**config.mk**
```make
export PLATFORM = sky130hd
export DESIGN_NAME = i2s_adc_rx
export DESIGN_NICKNAME = d
export VERILOG_FILES = /design/src/rtl/i2s_adc_rx.sv
export SDC_FILE = /design/constraint.sdc
export NUM_CORES = 1
export LEC_CHECK = 0
export CAP_MARGIN = 20
export CORE_UTILIZATION = 59
export CTS_CLUSTER_DIAMETER = 80
export DETAILED_ROUTE_END_ITERATION = 7
export GPL_ROUTABILITY_DRIVEN = 0
export PLACE_DENSITY_LB_ADDON = 0.05
export SLEW_MARGIN = 30
export SYNTH_ARGS = -nofsm -noshare
export SYNTH_HDL_FRONTEND = slang
export SYNTH_SLANG_ARGS = --single-unit
```
**constraint.sdc**
```tcl
create_clock -name clk -period 13.4 [get_ports clk]
set_input_delay 1.34 -clock clk [delete_from_list [all_inputs] [get_ports clk]]
set_output_delay 1.34 -clock clk [all_outputs]
set_load 0.02 [all_outputs]
```
**src/rtl/i2s_adc_rx.sv**
```systemverilog
// Purpose: WM8731 ADC-side I2S receiver; oversamples BCLK/LRCK/DAT, deserialises stereo frames into a show-ahead FIFO.
// Latency: 4 clk from raw BCLK rising edge to frame commit, src_valid 5 clk after that edge when the FIFO was empty.
// Backpressure: src_ready low holds the head frame; a commit into a full FIFO with no same-cycle read drops the frame and sets overflow.
//
// Ports:
//   clk, reset            system clock (>= 4x adc_bclk), async active-high reset
//   enable                capture enable; low aborts the current frame and waits for a fresh left start
//   adc_bclk/lrck/dat     codec-driven I2S inputs, asynchronous to clk
//   src_data/valid/ready  Avalon-ST source, {left, right} with left in the upper half
//   overflow              sticky drop flag, cleared by clear_overflow (set wins on collision)
//   fifo_level            FIFO occupancy, present only when I2S_ADC_RX_LEVEL_EN is defined

// Purpose: generic show-ahead FIFO with wrap-bit pointers.
// Latency: write visible at the read port the cycle after the push.
// Backpressure: o_wr_rdy drops when full unless a read happens in the same cycle.
module i2s_adc_rx_fifo #(
  parameter int WIDTH  = 32,
  parameter int DEPTH  = 8,
  parameter int ADDR_W = 3
) (
  input  logic              clk,
  input  logic              reset,
  input  logic              i_wr_vld,
  input  logic [WIDTH-1:0]  i_wr_dat,
  output logic              o_wr_rdy,
  output logic              o_rd_vld,
  output logic [WIDTH-1:0]  o_rd_dat,
  input  logic              i_rd_rdy
);

  logic [WIDTH-1:0] r_mem [DEPTH];
  logic [ADDR_W:0]  r_wr_ptr;
  logic [ADDR_W:0]  r_rd_ptr;
  logic             w_full;
  logic             w_empty;
  logic             w_push;
  logic             w_pop;

  // Extra MSB on each pointer distinguishes full from empty when the index bits match.
  assign w_empty  = (r_wr_ptr == r_rd_ptr);
  assign w_full   = (r_wr_ptr[ADDR_W] != r_rd_ptr[ADDR_W]) &&
                    (r_wr_ptr[ADDR_W-1:0] == r_rd_ptr[ADDR_W-1:0]);
  assign w_pop    = ~w_empty & i_rd_rdy;
  // A read in the same cycle frees the slot being written, so full+read still accepts.
  assign o_wr_rdy = ~w_full | w_pop;
  assign w_push   = i_wr_vld & o_wr_rdy;
  assign o_rd_vld = ~w_empty;
  assign o_rd_dat = r_mem[r_rd_ptr[ADDR_W-1:0]];

  always_ff @(posedge clk or posedge reset) begin
    if (reset) begin
      r_wr_ptr <= '0;
      r_rd_ptr <= '0;
      for (int i = 0; i < DEPTH; i++) begin
        r_mem[i] <= '0;
      end
    end else begin
      if (w_push) begin
        r_mem[r_wr_ptr[ADDR_W-1:0]] <= i_wr_dat;
        r_wr_ptr                    <= r_wr_ptr + 1'b1;
      end
      if (w_pop) begin
        r_rd_ptr <= r_rd_ptr + 1'b1;
      end
    end
  end

endmodule

module i2s_adc_rx #(
  parameter int DATA_WIDTH = 16,
  parameter int FIFO_DEPTH = 8,
  parameter int ADDR_W     = 3
) (
  input  logic                    clk,
  input  logic                    reset,
  input  logic                    enable,
  input  logic                    adc_bclk,
  input  logic                    adc_lrck,
  input  logic                    adc_dat,
  output logic [2*DATA_WIDTH-1:0] src_data,
  output logic                    src_valid,
  input  logic                    src_ready,
  output logic                    overflow,
  input  logic                    clear_overflow
`ifdef I2S_ADC_RX_LEVEL_EN
  ,
  output logic [ADDR_W:0]         fifo_level
`endif
);

  localparam int CNT_W = $clog2(DATA_WIDTH + 1);
  localparam logic [CNT_W-1:0] CNT_MAX = CNT_W'(DATA_WIDTH);

  typedef enum logic [1:0] {
    S_WAIT_SYNC = 2'd0,
    S_LEFT      = 2'd1,
    S_RIGHT     = 2'd2
  } state_t;

  // ---------------------------------------------------------------
  // Input synchronisers and BCLK rising-edge detect
  // ---------------------------------------------------------------
  logic r_bclk_s1, r_bclk_s2, r_bclk_d;
  logic r_lrck_s1, r_lrck_s2;
  logic r_dat_s1,  r_dat_s2;
  logic w_bclk_rise;

  always_ff @(posedge clk or posedge reset) begin
    if (reset) begin
      r_bclk_s1 <= 1'b0;
      r_bclk_s2 <= 1'b0;
      r_bclk_d  <= 1'b0;
      r_lrck_s1 <= 1'b0;
      r_lrck_s2 <= 1'b0;
      r_dat_s1  <= 1'b0;
      r_dat_s2  <= 1'b0;
    end else begin
      r_bclk_s1 <= adc_bclk;
      r_bclk_s2 <= r_bclk_s1;
      r_bclk_d  <= r_bclk_s2;
      r_lrck_s1 <= adc_lrck;
      r_lrck_s2 <= r_lrck_s1;
      r_dat_s1  <= adc_dat;
      r_dat_s2  <= r_dat_s1;
    end
  end

  assign w_bclk_rise = r_bclk_s2 & ~r_bclk_d;

  // LRCK and DAT change on the BCLK falling edge, so both are settled in the
  // synchronisers by the time the rising edge is seen and can be captured together.
  logic r_smp_vld;
  logic r_smp_lrck;
  logic r_smp_dat;

  always_ff @(posedge clk or posedge reset) begin
    if (reset) begin
      r_smp_vld  <= 1'b0;
      r_smp_lrck <= 1'b0;
      r_smp_dat  <= 1'b0;
    end else begin
      r_smp_vld <= w_bclk_rise;
      if (w_bclk_rise) begin
        r_smp_lrck <= r_lrck_s2;
        r_smp_dat  <= r_dat_s2;
      end
    end
  end

  // ---------------------------------------------------------------
  // Deserialiser FSM
  // ---------------------------------------------------------------
  state_t                  r_state;
  logic                    r_prev_lrck;
  logic [CNT_W-1:0]        r_cnt;
  logic [DATA_WIDTH-1:0]   r_shift;
  logic [DATA_WIDTH-1:0]   r_left;
  logic [DATA_WIDTH-1:0]   w_shift_nxt;
  logic                    w_trans;
  logic                    r_push;
  logic [2*DATA_WIDTH-1:0] r_frame;

  assign w_trans = r_smp_lrck ^ r_prev_lrck;

  // Bits are placed MSB-first at their final position, so a word cut short by
  // an early LRCK transition is already MSB-aligned with zero LSBs. Once the
  // counter reaches DATA_WIDTH no position matches and extra bits fall away.
  always_comb begin
    w_shift_nxt = r_shift;
    for (int i = 0; i < DATA_WIDTH; i++) begin
      if (r_cnt == CNT_W'(DATA_WIDTH - 1 - i)) begin
        w_shift_nxt[i] = r_smp_dat;
      end
    end
  end

  always_ff @(posedge clk or posedge reset) begin
    if (reset) begin
      r_state     <= S_WAIT_SYNC;
      r_prev_lrck <= 1'b0;
      r_cnt       <= '0;
      r_shift     <= '0;
      r_left      <= '0;
      r_push      <= 1'b0;
      r_frame     <= '0;
    end else begin
      r_push <= 1'b0;
      if (r_smp_vld) begin
        r_prev_lrck <= r_smp_lrck;
      end

      if (!enable) begin
        r_state <= S_WAIT_SYNC;
        r_cnt   <= '0;
        r_shift <= '0;
      end else if (r_smp_vld) begin
        case (r_state)
          S_WAIT_SYNC: begin
            // Only a 1->0 edge starts a frame; everything else is discarded.
            if (w_trans && !r_smp_lrck) begin
              r_cnt   <= '0;
              r_shift <= '0;
              r_state <= S_LEFT;
            end
          end
          S_LEFT: begin
            if (w_trans && r_smp_lrck) begin
              r_left  <= r_shift;
              r_cnt   <= '0;
              r_shift <= '0;
              r_state <= S_RIGHT;
            end else if (r_cnt < CNT_MAX) begin
              r_shift <= w_shift_nxt;
              r_cnt   <= r_cnt + CNT_W'(1);
            end
          end
          S_RIGHT: begin
            if (w_trans && !r_smp_lrck) begin
              r_frame <= {r_left, r_shift};
              r_push  <= 1'b1;
              r_cnt   <= '0;
              r_shift <= '0;
              r_state <= S_LEFT;
            end else if (r_cnt < CNT_MAX) begin
              r_shift <= w_shift_nxt;
              r_cnt   <= r_cnt + CNT_W'(1);
            end
          end
          default: begin
            r_state <= S_WAIT_SYNC;
          end
        endcase
      end
    end
  end

  // ---------------------------------------------------------------
  // Frame FIFO and overflow flag
  // ---------------------------------------------------------------
  logic w_wr_rdy;

  i2s_adc_rx_fifo #(
    .WIDTH  (2*DATA_WIDTH),
    .DEPTH  (FIFO_DEPTH),
    .ADDR_W (ADDR_W)
  ) u_fifo (
    .clk      (clk),
    .reset    (reset),
    .i_wr_vld (r_push),
    .i_wr_dat (r_frame),
    .o_wr_rdy (w_wr_rdy),
    .o_rd_vld (src_valid),
    .o_rd_dat (src_data),
    .i_rd_rdy (src_ready)
  );

  logic r_overflow;

  always_ff @(posedge clk or posedge reset) begin
    if (reset) begin
      r_overflow <= 1'b0;
    end else if (r_push && !w_wr_rdy) begin
      r_overflow <= 1'b1;
    end else if (clear_overflow) begin
      r_overflow <= 1'b0;
    end
  end

  assign overflow = r_overflow;

`ifdef I2S_ADC_RX_LEVEL_EN
  // Occupancy tracked separately from the pointers so it only exists when exported.
  logic            w_lvl_push;
  logic            w_lvl_pop;
  logic [ADDR_W:0] r_level;

  assign w_lvl_push = r_push & w_wr_rdy;
  assign w_lvl_pop  = src_valid & src_ready;

  always_ff @(posedge clk or posedge reset) begin
    if (reset) begin
      r_level <= '0;
    end else begin
      case ({w_lvl_push, w_lvl_pop})
        2'b10:   r_level <= r_level + 1'b1;
        2'b01:   r_level <= r_level - 1'b1;
        default: r_level <= r_level;
      endcase
    end
  end

  assign fifo_level = r_level;
`else
  // Occupancy is not exported; full/empty come from the FIFO pointers alone.
`endif

endmodule

```
==> results of run 1 <==
-- path summary, 6_finish.rpt --
| check | start | to | slack [ns] | cells past startpoint |
|---|---|---|---|---|
| min in group asynchronous | reset | u_fifo.r_mem[154] | 1.17 | 2 |
| worst max register to register | u_fifo.r_rd_ptr[0] | u_fifo.r_mem[98] | 9.72 | 6 |
| max in group asynchronous | reset | u_fifo.r_rd_ptr[0] | 11.02 | 3 |
| worst min-delay path | r_lrck_s1 | r_lrck_s2 | 0.35 | 0 |
| worst min register to register | r_lrck_s1 | r_lrck_s2 | 0.35 | 0 |
| worst max-delay path | u_fifo.r_rd_ptr[0] | src_valid | 8.44 | 5 |
-- sequential cells by signal, indices dropped and copies added, names as in the netlist, 2 cells and up --
register	count
u_fifo.r_mem	256
r_frame	32
r_left	16
r_shift	16
r_cnt	5
u_fifo.r_rd_ptr	4
u_fifo.r_wr_ptr	4
r_state	2
-- worst max-delay path: cells and delay by family, from the launching register on --
family	cells	cell delay [ns]
xor+xnor	1	0.21
buf+inv	2	1.29
flops	1	0.86
simple gates	2	0.73
-- power breakdown --
part | total [mW] | internal [mW] | switching, mW
sequential | 1.15 | 1.06 | 0.0882
combinational | 0.232 | 0.117 | 0.116
clock | 0.996 | 0.594 | 0.402
total | 2.38 | 1.77 | 0.606
-- final cells by class --
class	count	area share
inverter	16	0.00388
sequential	348	0.501
clock buffer	57	0.0664
multi-input combinational	566	0.372
tap	330	0.0237
timing repair buffer	52	0.0305
clock inverter	7	0.00237
-- metal layers --
metal | vias to the layer above | global-route usage | share of wire
li1 | 3743 | - | -
met1 | 4553 | 0.344 | 0.46
met2 | 143 | 0.408 | 0.50
met3 | 41 | 0.0343 | 0.027
met4 | 0 | 0.0619 | 0.016
met5 | - | 0 | 0
-- cell usage in the layout (no fill, tap or decap), types with 9 or more instances in the layout --
cell	instances
dfrtp_1	345
mux2_2	326
mux4_2	64
clkbuf_16	41
clkdlybuf4s50_1	41
inv_1	15
nand2_1	15
a21boi_0	14
nand3_1	12
mux2_1	11
ha_1	11
xnor2_1	10
o21ai_0	9
nor2_1	9
clkbuf_1	9
-- metrics by stage --
stage               utilization  instance area (um2)  setup WS, ns
global route              0.683                17400          8.12
CTS                       0.682                17400          8.32
finish                    0.683                17400          8.44
detailed placement        0.635                16200          8.88
global placement          0.634                16100          8.99
floorplan                     -                15500          2.41
-- cell families (layout without fill, tap and decap cells) --
group | after synthesis | after routing | synth area share
muxes | 402 | 402 | 0.338
AOI/OAI and AO/OA | 72 | 72 | 0.0366
DFF | 348 | 348 | 0.561
and+or+nand+nor | 69 | 69 | 0.0240
adders and majority gates | 11 | 11 | 0.00887
buffers and inverters | 75 | 132 | 0.0241
xor gates and xnor gates | 12 | 12 | 0.00678
==> run metrics, run 1 <==
die area 26900 um2; 1st-iter DRT viols about 510; Yosys cell types a little under 50; Antenna Nets Post-Route 0; Reg area approximately 8700 um2; Crit. End Element output port; DIE WIDTH approximately 160 um; Setup-failing EPs final 0; post-layout min period 4.96 ns; final cell count without fillers 1376; Overall Global Routing Usage 0.246; Mapped Cells 989; number of synthesized register bits about 350; Inst Count DP 1310; crit-path max FO 36; crit path DAT 3.62 ns; Yosys warnings 0; Worst Hold Margin about 0.35 ns; Post-DP HPWL 17400 um; die height 164 um; worst path required time 12.06 ns; biggest area consumer among synthesized cells dfrtp_1; Synthesized Nets about 1000; starting density of the core 0.609; Longest Clk Path Bufs 3; RSZ-0062 raised after global routing false; VDD IR max ~100 uV; # rows 58; Async SR Flop Fraction 1.00; hold-fix buffers at CTS 0; cts bufs inserted 38; area grow syn2layout 12.2%; vias in the first global route about 8800; multi-input logic area between 6000 and 7000 um2; cell area after synthesis roughly 16000 um2; routed vias 8480; period utilization 0.370; Startpoint Class flop; first-pass GRT wire length slightly above 50000 um; worst skew pair latency 0.51 ns; CTS tree yes; status completed; I/O Pins between 40 and 50; Clock Sinks 348; CP Cell Sequence buf_4, xnor2_1, and3_1, nand2_1, clkdlybuf4s50_1; share of Yosys cell area claimed by the top area cell type 0.561; Pins Over Slew Limit 0; final hold violations 0; gr ovfl total 0; Synth top cells by count dfrtp_1, mux2_2, mux4_2; Worst-Margin Slew 0.904 ns; Relative slew margins 0.398; Crit Path Class flop to output port; I/O Buffers around 40; Max Clk Rate roughly 200 MHz; Overall Power between 2 and 2.5 mW; number of synthesized flops with an enable pin 0; Wirelength per Cell between 20 and 25 um; most frequent cell after synthesis dfrtp_1; max incr delay on CP approximately 0.86 ns; Post-synth top flop dfrtp_1; syn avg cell area approximately 16 um2; Power Density 137 nW/um2; H-tree levels 2; fill cell count ~1700; initial antenna violation count 0; TritonRoute pass-1 iters 4; core footprint roughly 25000 um2; largest net degree at the start of global routing 160; post-synthesis sequential area ratio 0.561; Synth area leaders dfrtp_1, mux2_2, mux4_2; layout cells sized above 1 0.454; WL final roughly 31000 um; setup_tns 0 ns; Via-to-Cell Ratio 6.16; final setup skew around 0.014 ns; root buffer cell clkbuf_16; post-CTS resize count 0; CTS clk-pin slew, worst paths around 0.06 ns; P_leak approximately 8.4 nW; antenna fix cells 0; Post CTS Setup Buffer Count 0; Critical-path top delay cell dfrtp_4; final net count ~1000; Hold Crit Class flop to flop; DRC errors left 0; Max Cap Viol 0
(Power assumes the default switching activity.)
==> run 2: changes to the inputs <==
- CORE_UTILIZATION: 59 -> 56
- clock period: 13.4 -> 4.3 ns (I/O delays scaled with it)
==> run metrics, run 2 (same netlist as run 1, synthesis figures left out) <==
antenna fix cells 0 (unchanged); post-CTS resize count 0 (unchanged); vias in the first global route 9132 (+3.2%); CTS tree yes; final cell count without fillers 1401 (+1.8%); Inst Count DP 1331 (+1.6%); WL final 31800 um (+3.3%); Crit. End Element output port; Crit Path Class flop to output port; cts bufs inserted 38 (unchanged); largest net degree at the start of global routing 102 (-36%); CTS clk-pin slew, worst paths 0.06 ns (about the same); root buffer cell clkbuf_16; die height 168 um (+2.6%); crit path DAT 3.19 ns (-0.43 ns); Biggest register u_fifo.r_mem; VDD IR max 352 uV (+240%); commonest non-fill, non-tap cell in the layout dfrtp_1; Regs by FF count u_fifo.r_mem (256), r_frame (32); Clock Sinks 348 (unchanged); Max Cap Viol 0 (unchanged); setup_tns 0 ns (unchanged); worst skew pair latency 0.52 ns (about the same); Wirelength per Cell 22.7 um (+1.5%); worst slack at placement 1.18 ns (-7.70 ns); Pins Over Slew Limit 0 (unchanged); Via-to-Cell Ratio 6.07 (-1.5%); Post CTS Setup Buffer Count 0 (unchanged); P_leak 8.51 nW (+1.5%); starting density of the core 0.574 (-0.0350); initial antenna violation count 0 (unchanged); fin worst setup slack 0.684 ns (-7.75 ns); Power Density 439 nW/um2 (+220%); status completed; core footprint 27000 um2 (+6.1%); first-pass GRT wire length 52900 um (+4.6%); Max Clk Rate roughly 280 MHz; Hold Crit Class flop to flop; DIE WIDTH 168 um (+2.6%); final hold violations 0 (unchanged); die area 28400 um2 (+5.3%); # rows 60 (+3.4%); Startpoint Class flop; Antenna Nets Post-Route 0 (unchanged); H-tree levels 2 (unchanged); area grow syn2layout 13.8%; Overall Global Routing Usage 0.243 (-0.00329); hold-fix buffers at CTS 0 (unchanged); DRC errors left 0 (unchanged); Worst-Margin Slew 0.982 ns (+0.0787 ns); layout cells sized above 1 0.465 (+0.0110); Setup-failing EPs final 0 (unchanged); final setup skew 0.0133 ns (-0.000536 ns); period utilization 0.841; Relative slew margins 0.343 (-0.0544); final net count 1050 (+0.86%); RSZ-0062 raised after global routing false; Post-DP HPWL 18600 um (+7.2%); Longest Clk Path Bufs 3 (unchanged); I/O Pins 42 (unchanged); I/O Buffers 41 (unchanged); commonest non-fill, non-tap cells in the layout dfrtp_1, mux2_2, mux4_2; flip-flop count of the largest register after layout 256 (unchanged); worst path required time 3.87 ns (-8.19 ns); crit-path max FO 38 (+5.6%); TritonRoute pass-1 iters 4 (unchanged); post-layout min period approximately 3.6 ns; 1st-iter DRT viols 413 (-20%); gr ovfl total 0 (unchanged); routed vias 8508 (+0.33%)
==> run 2: changes by cell type in the layout (fill, tap and decap cells not counted), sizes merged <==
cell / before / now
buf: 10 / 20
clkbuf: 58 / 61
bufinv: 0 / 2
clkinv: 6 / 5
clkinvlp: 1 / 2
inv: 16 / 15
==> run 2: metal layers <==
| layer | global-route usage | vias to the layer above | part of all wire |
|---|---|---|---|
| met5 | 0 | - | 0 |
| met4 | 0.0573 | 0 | 0.014 |
| met3 | 0.0334 | 41 | 0.030 |
| met2 | 0.397 | 119 | 0.49 |
| met1 | 0.347 | 4583 | 0.47 |
| li1 | - | 3765 | - |
==> run 2: area by class of cell <==
type                    instances  area (um2)
clock buffers                  61        1260
inverters                      16        63.8
multi-input cells             566        6450
clock inverters                 8        92.6
repair buffers                 61         636
flip-flops and latches        348        8710
fillers                      1949        9380
well taps                     341         427
==> run 2: stage by stage <==
step,instance area (um2),hold slack [ns],total power [mW],util
2_1_floorplan,15500,0.331,4.18,-
3_3_place_gp,16300,0.333,4.42,0.602
3_5_place_dp,16300,0.335,4.43,0.602
4_1_cts,17600,0.324,7.87,0.652
5_1_grt,17600,0.330,8.05,0.653
6_report,17600,0.346,7.74,0.653
==> run 2: worst max-delay path, cell delays in order (launching register included) <==
cell and delay [ns]:
dfrtp_4 0.84, buf_12 0.39, mux4_2 0.55, mux2_2 0.28, clkdlybuf4s50_1 0.54
==> run 2: report_power, final <==
group | switching [mW] | internal, mW
logic | 0.523 | 0.387
registers | 0.120 | 3.31
clock network | 1.28 | 2.12
==> run 2: final timing paths <==
| check | from | to | slack [ns] | cells past startpoint |
|---|---|---|---|---|
| min | r_lrck_s1 | r_lrck_s2 | 0.35 | 0 |
| max in group asynchronous | reset | u_fifo.r_rd_ptr[0] | 2.96 | 3 |
| min reg2reg | r_lrck_s1 | r_lrck_s2 | 0.35 | 0 |
| max | u_fifo.r_rd_ptr[0] | src_data[26] | 0.68 | 4 |
| max reg2reg | u_fifo.r_rd_ptr[0] | u_fifo.r_mem[148] | 1.24 | 5 |
| min in group asynchronous | reset | u_fifo.r_mem[123] | 0.38 | 2 |
==> run 3: changes to the inputs <==
- CORE_UTILIZATION: 56 -> 59
- clock period: 4.3 -> 3.6 ns (I/O delays scaled with it)
==> run metrics, run 3 (same netlist as run 1, synthesis figures left out) <==
status completed; routed vias 8411 (-1.1%); Power Density 525 nW/um2 (+20%); met1 WL 14800 um (-1.1%); worst skew pair latency 0.51 ns (about the same); Crit. End Element output port; RSZ-0062 raised after global routing false; antenna fix cells 0 (unchanged); TritonRoute pass-1 iters 7 (+3); cts bufs inserted 38 (unchanged); Antenna Nets Post-Route 0 (unchanged); 1st-iter DRT viols 518 (+25%); Via-to-Cell Ratio 6.05 (-0.43%); Setup-failing EPs final 0 (unchanged); WL final 30500 um (-4.1%); Relative slew margins 0.399 (+0.0556); Final Cell Area 17600 um2 (about the same); die height 164 um (-2.5%); DIE WIDTH 164 um (-2.5%); Inst Count DP 1322 (-0.68%); die area 26900 um2 (-5.0%); Wirelength per Cell 22.0 um (-3.4%); gr ovfl total 0 (unchanged); CTS clk-pin slew, worst paths 0.06 ns (about the same); area grow syn2layout 13.7% (about the same); Post-DP HPWL 18300 um (-1.5%); fin worst setup slack 0.297 ns (-0.387 ns); worst slack at placement 0.815 ns (-0.370 ns); I/O Buffers 41 (unchanged); Biggest register u_fifo.r_mem; Regs by FF count u_fifo.r_mem (256), r_frame (32); Max Clk Rate 303 MHz; hold-fix buffers at CTS 0 (unchanged); layout cells sized above 1 0.462 (-0.00327); H-tree levels 2 (unchanged); instance count on the critical path 4 (unchanged); crit path DAT 2.94 ns (-0.25 ns); Overall Global Routing Usage 0.243 (+0.000423); vias in the first global route 8888 (-2.7%); Longest Clk Path Bufs 3 (unchanged); Pins Over Slew Limit 0 (unchanged); Detail Route met3 WL 925 um (-2.2%); logic gate share of total power 0.122 (+0.004); internal cell power 6.99 mW (+20%); Max Cap Viol 0 (unchanged); DR WL met2 14300 um (-7.6%); core footprint 25500 um2 (-5.8%); P_leak 8.50 nW (about the same); switching share of power 0.245 (-0.00246); # rows 58 (-3.3%); setup_tns 0 ns (unchanged); crit path buf inv count 2 (unchanged); max incr delay on CP 0.63 ns (-0.21 ns); Crit Path Class flop to output port; post-CTS resize count 0 (unchanged); crit-path max FO 34 (-11%); Hold Crit Class input port to async pin; reg2reg path depth 5 (unchanged); post-layout min period approximately 3.3 ns; Top delay family on crit path buffers and inverters; Worst-Margin Slew 0.899 ns (-0.0832 ns); Sw Pwr 2.27 mW (+18%); CP Cell Sequence buf_4, mux4_2, mux2_2, clkdlybuf4s50_1; commonest non-fill, non-tap cell in the layout dfrtp_1; final cell count without fillers 1391 (-0.71%); root buffer cell clkbuf_16; period utilization 0.917; Clock Sinks 348 (unchanged); CTS tree yes; final net count 1051 (+0.095%); final setup skew 0.0119 ns (-0.00138 ns); area post-placement 16300 um2 (+0.16%); Startpoint Class flop; worst path required time 3.24 ns (-0.63 ns); Worst Hold Margin 0.168 ns (-0.177 ns); DR top layer met4; first-pass GRT wire length 50200 um (-5.2%); commonest non-fill, non-tap cells in the layout dfrtp_1, mux2_2, mux4_2; Seq pwr share 0.441 (-0.002); clock power share 0.437 (-0.002); VDD IR max 456 uV (+29%); final hold violations 0 (unchanged); Critical-path top delay cell dfrtp_2; I/O Pins 42 (unchanged); fill cell count 1735 (-11%); Post CTS Setup Buffer Count 0 (unchanged); flip-flop count of the largest register after layout 256 (unchanged); initial antenna violation count 0 (unchanged); largest net degree at the start of global routing 129 (+26%); starting density of the core 0.609 (+0.0350); DRC errors left 0 (unchanged)
run 3: cell types whose count changed in the layout (fill, tap and decap cells not counted):
cell	change
bufinv_16	+2
clkinvlp_4	+1
buf_12	+1
clkbuf_1	+4
clkbuf_8	-7
run 3: power groups by stage:
stage          clock (mW)  combinational, mW  sequential (mW)
6_report             4.05               1.13             4.09
5_1_grt              4.28               1.22             4.10
4_1_cts              4.13               1.15             4.09
3_5_place_dp            0               1.15             4.16
3_3_place_gp            0               1.14             4.16
2_1_floorplan           0              0.940             4.05
run 3: cell type report:
type                       count  area [um2]  area share
sequential                   348        8710       0.494
multi-input combinational    566        6450       0.366
clock buffer                  58        1180      0.0669
timing repair buffer          62         656      0.0372
tap                          330         413      0.0234
clock inverter                11         160     0.00908
inverter                      16        63.8     0.00362
run 3: final timing paths:
kind / start / end / slack [ns]
worst max-delay path: u_fifo.r_rd_ptr[1] / src_data[12] / 0.30
worst min-delay path: reset / u_fifo.r_mem[186] / 0.17
worst max register to register: u_fifo.r_wr_ptr[0] / u_fifo.r_mem[123] / 0.85
worst min register to register: r_bclk_s1 / r_bclk_s2 / 0.35
max in group asynchronous: reset / u_fifo.r_rd_ptr[0] / 2.36
min in group clk: adc_dat / r_dat_s1 / 0.29
run 3: routing by layer:
| metal | up-vias | track usage |
|---|---|---|
| met3 | 40 | 0.0343 |
| li1 | 3754 | - |
| met5 | - | 0 |
| met2 | 132 | 0.383 |
| met4 | 0 | 0.0623 |
| met1 | 4485 | 0.358 |
run 3: stage by stage:
step / util / power [mW]
6_report: 0.693 / 9.27
5_1_grt: 0.693 / 9.60
4_1_cts: 0.693 / 9.38
3_5_place_dp: 0.640 / 5.31
3_3_place_gp: 0.640 / 5.30
2_1_floorplan: - / 4.99
run 3: worst reg2reg max path, delay by kind of cell (launching register included):
family          cells  cell delay, ns
mux                 1            0.43
simple gates        1            0.41
compound gates      1            0.36
flops               1            0.70
xor+xnor            1            0.18
buf+inv             1            0.55
